==> src/rtl/multirate_cic_resampler_pkg.sv <==
// Shared types and helpers for the multirate CIC resampler.
package multirate_cic_resampler_pkg;

  localparam int SAMPLE_W = 8;

  typedef logic signed [SAMPLE_W-1:0] sample_t;

  function automatic int w_acc(input int data_w, input int d);
    return data_w + 2 * $clog2(d) + 1;
  endfunction

  // Clamp a wide signed value into the range of a w-bit signed sample.
  function automatic logic signed [63:0] clamp(
    input logic signed [63:0] v,
    input int                 w
  );
    logic signed [63:0] hi;
    logic signed [63:0] lo;
    hi = (64'sd1 <<< (w - 1)) - 64'sd1;
    lo = -(64'sd1 <<< (w - 1));
    if (v > hi) return hi;
    else if (v < lo) return lo;
    return v;
  endfunction

endpackage

==> src/rtl/multirate_cic_resampler_comb_delay_line.sv <==
// 2D-deep circular delay line for the comb stage; taps at D and 2D.
module comb_delay_line
  import multirate_cic_resampler_pkg::*;
#(
  parameter int W = 15,
  parameter int D = 6
) (
  input  logic         clk,
  input  logic         reset,
  input  logic         en,
  input  logic [W-1:0] din,
  output logic [W-1:0] tap_d,
  output logic [W-1:0] tap_2d
);

  localparam int N  = 2 * D;
  localparam int PW = $clog2(N);

  logic [W-1:0]  mem_q [N];
  logic [W-1:0]  mem_d [N];
  logic [PW-1:0] ptr_q;
  logic [PW-1:0] ptr_d;
  logic [PW-1:0] rd_ptr;

  always_comb begin
    mem_d = mem_q;
    ptr_d = ptr_q;
    if (en) begin
      mem_d[ptr_q] = din;
      ptr_d = (ptr_q == PW'(N - 1)) ? '0 : ptr_q + PW'(1);
    end
  end

  // Write slot still holds the oldest entry; half a lap back is D old.
  assign rd_ptr = (ptr_q >= PW'(D)) ? ptr_q - PW'(D) : ptr_q + PW'(D);
  assign tap_d  = mem_q[rd_ptr];
  assign tap_2d = mem_q[ptr_q];

  always_ff @(posedge clk or posedge reset) begin
    if (reset) begin
      for (int k = 0; k < N; k++) mem_q[k] <= '0;
      ptr_q <= '0;
    end else begin
      mem_q <= mem_d;
      ptr_q <= ptr_d;
    end
  end

endmodule

==> src/rtl/multirate_cic_resampler.sv <==
// Rational L/M resampler: zero-stuff, 2nd-order comb/integrator, decimate,
// scale and saturate, with a whole-pipeline stall when no sample is offered.
module multirate_cic_resampler
  import multirate_cic_resampler_pkg::*;
#(
  parameter int DATA_W    = SAMPLE_W,
  parameter int L         = 2,
  parameter int M         = 2,
  parameter int D         = 6,
  parameter int OUT_SHIFT = 2 * $clog2(D)
) (
  input  logic                     clk,
  input  logic                     reset,
  input  logic                     in_valid,
  output logic                     in_ready,
  input  logic signed [DATA_W-1:0] in_data,
  output logic                     out_valid,
  output logic signed [DATA_W-1:0] out_data,
  output logic                     sat_flag
);

  localparam int W_ACC = w_acc(DATA_W, D);
  localparam int PW    = (L > 1) ? $clog2(L) : 1;
  localparam int QW    = (M > 1) ? $clog2(M) : 1;

  logic [PW-1:0] p_q, p_d;
  logic [QW-1:0] q_q, q_d;
  logic [2:0]    fill_q, fill_d;

  logic signed [W_ACC-1:0] u_q, u_d;
  logic signed [W_ACC-1:0] c_q, c_d;
  logic signed [W_ACC-1:0] i1_q, i1_d;
  logic signed [W_ACC-1:0] i2_q, i2_d;

  logic signed [DATA_W-1:0] out_data_q, out_data_d;
  logic out_valid_q, out_valid_d;
  logic sat_q, sat_d;

  logic adv;
  logic fill_full;
  logic signed [W_ACC-1:0] tap_d, tap_2d, s;
  logic signed [63:0] s_ext, s_clamp;

  assign in_ready  = (p_q == '0);
  assign adv       = in_valid | ~in_ready;
  assign fill_full = (fill_q == 3'd4);

  comb_delay_line #(
    .W (W_ACC),
    .D (D)
  ) u_dly (
    .clk    (clk),
    .reset  (reset),
    .en     (adv),
    .din    (u_q),
    .tap_d  (tap_d),
    .tap_2d (tap_2d)
  );

  assign s       = i2_q >>> OUT_SHIFT;
  assign s_ext   = {{(64 - W_ACC){s[W_ACC-1]}}, s};
  assign s_clamp = clamp(s_ext, DATA_W);

  always_comb begin
    p_d         = p_q;
    q_d         = q_q;
    fill_d      = fill_q;
    u_d         = u_q;
    c_d         = c_q;
    i1_d        = i1_q;
    i2_d        = i2_q;
    out_data_d  = out_data_q;
    out_valid_d = 1'b0;
    sat_d       = sat_q;
    if (adv) begin
      p_d  = (p_q == PW'(L - 1)) ? '0 : p_q + PW'(1);
      u_d  = in_ready ? {{(W_ACC - DATA_W){in_data[DATA_W-1]}}, in_data} : '0;
      c_d  = u_q - tap_d - tap_d + tap_2d;
      i1_d = i1_q + c_q;
      i2_d = i2_q + i1_q;
      if (!fill_full) begin
        fill_d = fill_q + 3'd1;
      end else begin
        // i2_q now carries a real sample; decimate on it.
        q_d = (q_q == QW'(M - 1)) ? '0 : q_q + QW'(1);
        if (q_q == '0) begin
          out_valid_d = 1'b1;
          out_data_d  = s_clamp[DATA_W-1:0];
          sat_d       = sat_q | (s_clamp != s_ext);
        end
      end
    end
  end

  always_ff @(posedge clk or posedge reset) begin
    if (reset) begin
      p_q         <= '0;
      q_q         <= '0;
      fill_q      <= '0;
      u_q         <= '0;
      c_q         <= '0;
      i1_q        <= '0;
      i2_q        <= '0;
      out_data_q  <= '0;
      out_valid_q <= 1'b0;
      sat_q       <= 1'b0;
    end else begin
      p_q         <= p_d;
      q_q         <= q_d;
      fill_q      <= fill_d;
      u_q         <= u_d;
      c_q         <= c_d;
      i1_q        <= i1_d;
      i2_q        <= i2_d;
      out_data_q  <= out_data_d;
      out_valid_q <= out_valid_d;
      sat_q       <= sat_d;
    end
  end

  assign out_valid = out_valid_q;
  assign out_data  = out_data_q;
  assign sat_flag  = sat_q;

endmodule

==> config.mk <==
export PLATFORM = sky130hd
export DESIGN_NAME = multirate_cic_resampler
export DESIGN_NICKNAME = d
export VERILOG_FILES = /design/src/rtl/multirate_cic_resampler_pkg.sv /design/src/rtl/multirate_cic_resampler_comb_delay_line.sv /design/src/rtl/multirate_cic_resampler.sv
export SDC_FILE = /design/constraint.sdc
export NUM_CORES = 1
export LEC_CHECK = 0
export CORE_ASPECT_RATIO = 0.6
export CORE_MARGIN = 2
export CORE_UTILIZATION = 41
export DETAILED_ROUTE_END_ITERATION = 10
export PLACE_DENSITY = 0.61
export SETUP_SLACK_MARGIN = 0.02
export SYNTH_ARGS = -nofsm -noshare
export SYNTH_HDL_FRONTEND = slang
export SYNTH_SLANG_ARGS = --single-unit
==> constraint.sdc <==
create_clock -name clk -period 15.1 [get_ports clk]
set_input_delay 3.02 -clock clk [delete_from_list [all_inputs] [get_ports clk]]
set_output_delay 3.02 -clock clk [all_outputs]
set_load 0.02 [all_outputs]
==> results.cfg <==
[finish]
num_antenna_cells = 0
syn2layout_area_growth_pct = 11.1
drive_gt1_share_pct = 22.3
nNetsFinal = 951
seq_area_um2 = 4210
final_common_cell = dfrtp_1
nFillCells = 2174
mostFrequentLayoutCells = dfrtp_1 (166), nand2_1 (91), mux2_2 (87)
multi_input_area_um2 = 5470
fin_util_pct = 46.2

[clock_network]
clock_latency_ns = 0.44
cts_tree = done
cts_resized = 0
numCtsBuffers = 17
cts.clk_slew.worst_paths_ns = 0.06
cts-root-buf = clkbuf_16
cts.sinks = 168
cts_hold_buffers = 0
ctsLongestPathBuffers = 2
post_cts_buffers = 0
htreeDepth = 4

[floorplanning]
rows = 44
pin_count = 22
dieWidth_um = 206
start_util_pct = 41.5
coreArea_um2 = 24100
die-area_um2 = 25700
die_h_um = 125

[min_path]
hp-class = flip-flop to flip-flop

[timing]
tns_ns = 0
hold_viol = 0
worstMarginPinSlew_ns = 1.02
post-route-min-period_ns = 5.39
min_period_over_period_pct = 35.7
drv_slew = 0
rsz0062_at_grt = no
fmax_mhz = 186
maxSlewHeadroom_pct = 31.9
skew_ns = 0.00679
setup_viol = 0
setup_slack_ns = 9.71

[synth]
synth_cell_types = 61
yosys_warnings = 0
yosys_most_used_dff = dfrtp_1
ys_seq_elements = 168
netlist_area_um2 = 9990
synth_cells = 884
synth.yosys.seq_area_share_pct = 42.1
avgSynthCellArea_um2 = 11.3
ys_async_sr_fraction_pct = 100
synth_edf_count = 0
postSynthNetCount = 953

[critical_path]
crit_chain = clkdlybuf4s50_1 -> or2_2 -> buf_4 -> nand2_2 -> or3_1 -> mux2_2
worstSetupPathType = input pin to flip-flop
critical_path.startpoint_type = input pin
cpPeakStageDelay_ns = 0.94
worst_path_max_delay_cell = clkdlybuf4s50_1
critPathRequiredTime_ns = 15.42
worstSetupEndpointType = flip-flop
path_max_fanout = 55
cp.arrival_ns = 5.71

[global_routing]
grt_pass1_wl_um = 36500
grt_max_degree = 110
first_global_vias = 6315
antenna_found_initial = 0
grt_usage_pct = 18.6
grt_overflow = 0

[placed_design]
portBuffers = 21
gp_congestion = 0.835
dpl.hpwl_um = 16000
post-place-ws_ns = 9.23

[run_status]
outcome = completed

[routing]
num_vias = 6805
drtPass1Iterations = 5
ant_nets = 0
route.detailed.drc = 0
wirelength_um = 22700
vias_per_cell = 5.59
drt-initial-drc-count = 546
wl_per_cell_um = 18.6

[job]
maxCapViolations = 0
[cells by family (layout without fill, tap and decap cells)]
kind of cell / Yosys count / in the layout / share of synthesized area (%)
DFF: 168 / 168 / 42.1
and+or+nand+nor: 218 / 218 / 9.63
muxes: 162 / 162 / 23.3
adders and majority gates: 58 / 58 / 8.09
buffers and inverters: 75 / 86 / 3.32
xor gates and xnor gates: 30 / 30 / 2.82
AOI/OAI and AO/OA: 173 / 173 / 10.8
[final cells by class]
class / instances / area share (%)
clock buffer: 17 / 3.83
sequential: 168 / 37.9
multi-input combinational: 641 / 49.2
tap: 322 / 3.63
timing repair buffer: 26 / 2.23
clock inverter: 15 / 2.24
inverter: 28 / 0.991
[worst max-delay path, delay by kind of cell]
kind	cells	cell delay [ns]
buffers and inverters	2	1.41
multiplexers	1	0.35
AND/OR/NAND/NOR	3	0.92
[per-layer routing]
metal	track usage, %	vias to the layer above	share of wire [%]
met1	32.3	3398	56
met3	4.51	18	6.2
met4	4.44	0	0.87
li1	-	3215	-
met5	0	-	0
met2	22.1	174	37
[state kept, by name, summed over array words and instances (netlist names), 3 cells and up]
signal	flops
i2_q	15
out_data	8
i1_q	15
u_q	8
u_dly.mem_q	96
c_q	15
u_dly.ptr_q	4
fill_q	3
[path summary, 6_finish.rpt]
path | end | slack [ns] | start | cells past startpoint
max | u_dly.mem_q[126] | 9.71 | in_valid | 6
min | sat_flag | 0.47 | sat_flag | 1
max reg2reg | c_q[9] | 9.99 | u_dly.ptr_q[0] | 16
min reg2reg | sat_flag | 0.47 | sat_flag | 1
max in group asynchronous | u_dly.ptr_q[0] | 10.50 | reset | 3
min in group asynchronous | u_dly.mem_q[16] | 3.20 | reset | 2
[through the flow]
stage | hold WS (ns) | instance area [um2] | std cells
final | 0.474 | 11100 | 1217
after global routing | 0.491 | 11100 | 1217
after CTS | 0.481 | 11100 | 1217
after detailed placement | 0.462 | 10400 | 1185
after global placement | 0.460 | 10400 | 1185
after floorplan | 0.443 | 9990 | 884
[synthesized netlist by cell type, types with 2 or more instances]
| library cell | instances | share of area, % |
|---|---|---|
| a311oi_1 | 2 | 0.18 |
| clkbuf_1 | 22 | 0.83 |
| nand2_1 | 91 | 3.4 |
| xnor2_1 | 13 | 1.1 |
| a211oi_1 | 7 | 0.53 |
| o22ai_1 | 2 | 0.13 |
| or2_2 | 4 | 0.25 |
| xor2_1 | 16 | 1.4 |
| nand3_1 | 12 | 0.60 |
| a21oi_1 | 36 | 1.8 |
| a21o_1 | 8 | 0.60 |
| o31a_1 | 2 | 0.18 |
| a2111oi_0 | 2 | 0.18 |
| buf_2 | 16 | 0.80 |
| buf_6 | 2 | 0.23 |
| o21bai_1 | 6 | 0.45 |
| fa_1 | 11 | 2.2 |
| nand2b_1 | 5 | 0.31 |
| nor2_2 | 2 | 0.13 |
| nor3_1 | 8 | 0.40 |
| o21ai_0 | 64 | 3.2 |
| o31ai_1 | 3 | 0.23 |
| inv_1 | 28 | 1.1 |
| nor3b_1 | 2 | 0.15 |
| mux4_2 | 48 | 11 |
| nor2_1 | 67 | 2.5 |
| o21a_1 | 5 | 0.38 |
| and3_1 | 4 | 0.25 |
| nor2b_1 | 4 | 0.25 |
| mux2_2 | 87 | 9.8 |
| or3_1 | 2 | 0.13 |
| a31oi_1 | 13 | 0.81 |
| a2111o_1 | 2 | 0.23 |
| dfrtp_1 | 168 | 42 |
| a211o_1 | 2 | 0.18 |
| a21boi_0 | 2 | 0.15 |
| mux2i_1 | 27 | 2.7 |
| buf_1 | 3 | 0.11 |
| nand2_2 | 10 | 0.63 |
| buf_4 | 4 | 0.30 |
| ha_1 | 47 | 5.9 |
| nand4_1 | 2 | 0.13 |
| o211ai_1 | 5 | 0.38 |
Power is left out: the tool's default activity adds up to more than one toggle a clock period on the data nets, which glitch-free logic cannot reach.
==> RTL edit 1, RTL diff (same settings) <==
`out_data_q` no longer has a reset.
--- a/src/rtl/multirate_cic_resampler.sv
+++ b/src/rtl/multirate_cic_resampler.sv
@@ -101,7 +101,6 @@
       c_q         <= '0;
       i1_q        <= '0;
       i2_q        <= '0;
-      out_data_q  <= '0;
       out_valid_q <= 1'b0;
       sat_q       <= 1'b0;
     end else begin
@@ -112,10 +111,13 @@
       c_q         <= c_d;
       i1_q        <= i1_d;
       i2_q        <= i2_d;
-      out_data_q  <= out_data_d;
       out_valid_q <= out_valid_d;
       sat_q       <= sat_d;
     end
+  end
+
+  always_ff @(posedge clk) begin
+    out_data_q <= out_data_d;
   end
 
   assign out_valid = out_valid_q;
Function: changed (a bounded check fails within 10 cycles, from zero or initial values and one cycle with reset high; the reset may be asserted at any time).
==> RTL edit 1 against the original RTL <==
Area after synthesis decreased by 2.7%; critical path type unchanged; first-iteration DRC count shrank 16%; via count shrank 6.8%; routed wire length shrank 5.9%; sequential cell count unchanged; setup slack gained 0.23 ns; critical path depth stayed put; design area fell by 2.9%; largest cell class unchanged.
Power is left out: the tool's default activity adds up to more than one toggle a clock period on the data nets, which glitch-free logic cannot reach.
==> RTL edit 1: results (changes against the original RTL) <==
| Metric | Value |
|---|---|
| Status | finished, final reports clean (unchanged) |
| Setup Skew | 0.0123 ns (was 0.00679 ns) |
| Placed Area | 0.0102 mm2 (was 0.0104 mm2) |
| Async S/R FF share, synth | 95.2% (was 100%) |
| Share of layout cells above drive strength 1 | 22.2% (was 22.3%) |
| Fin Setup TNS | 0 ns (unchanged) |
| Synth unique cells | 58 (was 61) |
| Post-Synth XOR/XNOR Area | 3.14% (was 2.82%) |
| First-pass GRT wire length | 35200 um (was 36500 um) |
| Delay-heaviest family, CP | buffers and inverters (unchanged) |
| Post-synth EDFFs | 8 (was 0) |
| Worst skew pair latency | 0.44 ns (about the same) |
| Drt total wl | 21300 um (was 22700 um) |
| Critical path's largest stage delay | 0.78 ns (was 0.94 ns) |
| Nets | 898 (was 951) |
| Dpl ws | 9.52 ns (was 9.23 ns) |
| Top post-synthesis cells by area | dfrtp_1, mux4_2, mux2_2 (unchanged) |
| Overall fraction of global-route tracks in use | 18.5% (was 18.6%) |
| Vias in the first global route | 6049 (was 6315) |
| Slew HR | 35.8% (was 31.9%) |
| DR vias | 6342 (was 6805) |
| CP Data Arrival Time | 5.48 ns (was 5.71 ns) |
| Number of DRC markers in iteration 0 | 459 (was 546) |
| Routability cong. | 0.785 (was 0.835) |
| HPWL Detailed | 14700 um (was 16000 um) |
| Post-synthesis mux area share | 24.0% (was 23.3%) |
| Part of the Yosys area used for sequential elements | 43.6% (was 42.1%) |
| List of most frequent post-synthesis cells | dfrtp_1, mux2_2, nand2_1 (was dfrtp_1, nand2_1, mux2_2) |
| Largest net degree at the start of global routing | 92 (was 110) |
| Synth Area in Adders | 8.31% (was 8.09%) |
| Syn_nets | 894 (was 953) |
| Complex-gate fraction of the synthesized area | 10.9% (was 10.8%) |
| CP max FO | 43 (was 55) |
RTL edit 1: cell types whose count changed after synthesis, sizes merged, moves of 4 or more:
cell / unedited run / this run
a21o: 8 / 16
a21oi: 37 / 46
buf: 25 / 14
clkbuf: 22 / 29
dfrtp: 168 / 160
edfxtp: 0 / 8
inv: 28 / 23
nand2: 101 / 74
nand3: 12 / 5
nor2: 70 / 66
o21ai: 65 / 54
RTL edit 1: per-layer routing:
layer	vias to the layer above	routed length [um]	track usage, %	share of wire, %
met2	109	8350	23.8	39
met5	-	0	0	0
met3	13	838	3.85	3.9
li1	3015	-	-	-
met4	0	197	4.24	0.92
met1	3205	11900	30.9	56
RTL edit 1: final timing paths:
check	cells past startpoint	slack, ns	from	endpoint
max	6	9.94	in_valid	u_dly.mem_q[167]
min	1	0.47	q_q	out_valid
max reg2reg	18	10.00	u_dly.ptr_q[1]	c_q[14]
min reg2reg	1	0.47	q_q	out_valid
max in group asynchronous	3	10.52	reset	u_dly.mem_q[110]
min in group asynchronous	2	3.13	reset	i1_q[0]
RTL edit 1: final cells by class:
cell class	instances	area, um2
fill	2137	12400
multi-input combinational	591	5230
sequential	168	4250
clock buffer	17	425
tap	315	394
timing repair buffer	28	263
clock inverter	15	136
inverter	23	91.3
RTL edit 1: through the flow:
step | hold slack, ns | utilization [%] | std cells
floorplan | 0.428 | - | 825
global placement | 0.443 | 44.1 | 1125
detailed placement | 0.455 | 44.1 | 1125
CTS | 0.465 | 46.5 | 1157
global route | 0.490 | 46.5 | 1157
finish | 0.466 | 46.5 | 1157
==> RTL edit 2, RTL diff (same flow settings) <==
Without the edit above. Change the package constant `SAMPLE_W` from 8 to 9.
--- a/src/rtl/multirate_cic_resampler_pkg.sv
+++ b/src/rtl/multirate_cic_resampler_pkg.sv
@@ -1,7 +1,7 @@
 // Shared types and helpers for the multirate CIC resampler.
 package multirate_cic_resampler_pkg;
 
-  localparam int SAMPLE_W = 8;
+  localparam int SAMPLE_W = 9;
 
   typedef logic signed [SAMPLE_W-1:0] sample_t;
 
Ports: changed (resized in_data and out_data); port bits go from 22 to 24. The function was not compared with the original's and may differ.
==> RTL edit 2 against the original RTL <==
Setup slack got worse by 0.35 ns; fmax decreased by 6.0%; worst hold slack got worse by 0.0057 ns; critical path depth increased by 13; routed wire length increased by 20%; sequential share of layout area increased by 0.35 points; die area increased by 9.3%; core utilization decreased by 0.091 points; design area increased by 9.1%; area after synthesis increased by 9.6%; sequential cell count increased by 17; largest cell class unchanged.
Power is left out: the tool's default activity adds up to more than one toggle a clock period on the data nets, which glitch-free logic cannot reach.
==> RTL edit 2: results (changes against the original RTL) <==
| Metric | Value |
|---|---|
| Critical path's largest stage delay | 0.71 ns (was 0.94 ns) |
| H-Tree Level Count | 4 (unchanged) |
| Part of the Yosys area used for sequential elements | 42.3% (was 42.1%) |
| Worst Hold Class | reg2reg (unchanged) |
| First-pass GRT wire length | 43000 um (was 36500 um) |
| Number of DRC markers in iteration 0 | 674 (was 546) |
| Antenna diode count | 0 (unchanged) |
| Share of layout cells above drive strength 1 | 21.7% (was 22.3%) |
| Syn_nets | 1044 (was 953) |
| CTS Buffer Depth | 2 (unchanged) |
| Clock-pin slew on the worst setup and hold paths | 0.07 ns |
| Worst skew pair latency | 0.46 ns (was 0.44 ns) |
| Setup Skew | 0.0141 ns (was 0.00679 ns) |
| Async S/R FF share, synth | 100% (unchanged) |
| Fill cell count | 2406 (was 2174) |
| Initial antenna violation count | 0 (unchanged) |
| Slowest-stage cell, CP | buf_4 (was clkdlybuf4s50_1) |
| Setup bufs post-CTS | 0 (unchanged) |
| Top post-synthesis cells by area | dfrtp_1, mux2_2, mux4_2 (was dfrtp_1, mux4_2, mux2_2) |
| Status | finished, final reports clean (unchanged) |
| Overall fraction of global-route tracks in use | 20.2% (was 18.6%) |
| Vias in the first global route | 7247 (was 6315) |
| Post-synth EDFFs | 0 (unchanged) |
| Input/output buffers | 23 (was 21) |
| Delay-heaviest family, CP | compound AO/OA/AOI/OAI gates (was buffers and inverters) |
| Largest Register | u_dly.mem_q (unchanged) |
| Global route overflow | 0 (unchanged) |
| Synth unique cells | 54 (was 61) |
| Root buf cell | clkbuf_16 (unchanged) |
| Hold Path Depth | 1 (unchanged) |
| Vias per cell | 5.70 (was 5.59) |
| CP max FO | 51 (was 55) |
| Num CTS Buffers | 17 (unchanged) |
| Routability cong. | 0.874 (was 0.835) |
| Drt first pass iters | 6 (was 5) |
| Max reg flops | 108 (was 96) |
| List of most frequent post-synthesis cells | dfrtp_1, mux2_2, nor2_1 (was dfrtp_1, nand2_1, mux2_2) |
| Largest net degree at the start of global routing | 119 (was 110) |
| HPWL Detailed | 18600 um (was 16000 um) |
| CP Data Arrival Time | 6.05 ns (was 5.71 ns) |
| Drt total wl | 27100 um (was 22700 um) |
| Reg2reg path depth | 19 (was 16) |
| Count of synthesis-stage warnings from yosys | 0 (unchanged) |
| Resize count post-CTS | 0 (unchanged) |
| Slew HR | 8.34% (was 31.9%) |
## RTL edit 2: cell type report
cell class | instances | area, um2 | share of cell area (%)
clock buffers | 19 | 453 | 3.74
clock inverters | 13 | 118 | 0.970
inverters | 28 | 113 | 0.929
multi-input cells | 704 | 6030 | 49.7
flip-flops and latches | 185 | 4630 | 38.2
well taps | 360 | 450 | 3.72
repair buffers | 36 | 328 | 2.70
## RTL edit 2: worst paths after layout
kind | from | endpoint | slack, ns
max in group asynchronous | reset | u_dly.ptr_q[1] | 10.46
min reg2reg | sat_flag | sat_flag | 0.47
max reg2reg | u_dly.ptr_q[0] | c_q[10] | 9.37
min | sat_flag | sat_flag | 0.47
min in group asynchronous | reset | u_q[5] | 3.15
max | u_dly.ptr_q[0] | c_q[10] | 9.37
## RTL edit 2: cell families (layout without fill, tap and decap cells)
group                      Yosys count  in the layout  share of synthesized area (%)
muxes                              193            193                           24.2
adders and majority gates           64             64                           8.14
and+or+nand+nor                    220            220                           9.15
AOI/OAI and AO/OA                  195            195                           10.9
DFF                                185            185                           42.3
buffers and inverters               79             96                           2.83
xor gates and xnor gates            32             32                           2.56
## RTL edit 2: layer usage
| layer | part of all wire [%] | global-route usage [%] |
|---|---|---|
| met5 | 0 | 0 |
| met4 | 1.4 | 5.92 |
| met3 | 8.1 | 6.71 |
| met2 | 38 | 25.4 |
| met1 | 52 | 32.0 |
## RTL edit 2: through the flow
step / setup slack (ns) / util, % / instance area (um2) / instances / hold slack, ns
2_1_floorplan: 7.05 / - / 10900 / 968 / 0.438
5_1_grt: 8.96 / 46.1 / 12100 / 1345 / 0.509
3_3_place_gp: 9.00 / 43.9 / 11500 / 1313 / 0.455
6_report: 9.37 / 46.1 / 12100 / 1345 / 0.469
4_1_cts: 9.43 / 46.1 / 12100 / 1345 / 0.474
3_5_place_dp: 8.98 / 43.9 / 11500 / 1313 / 0.459
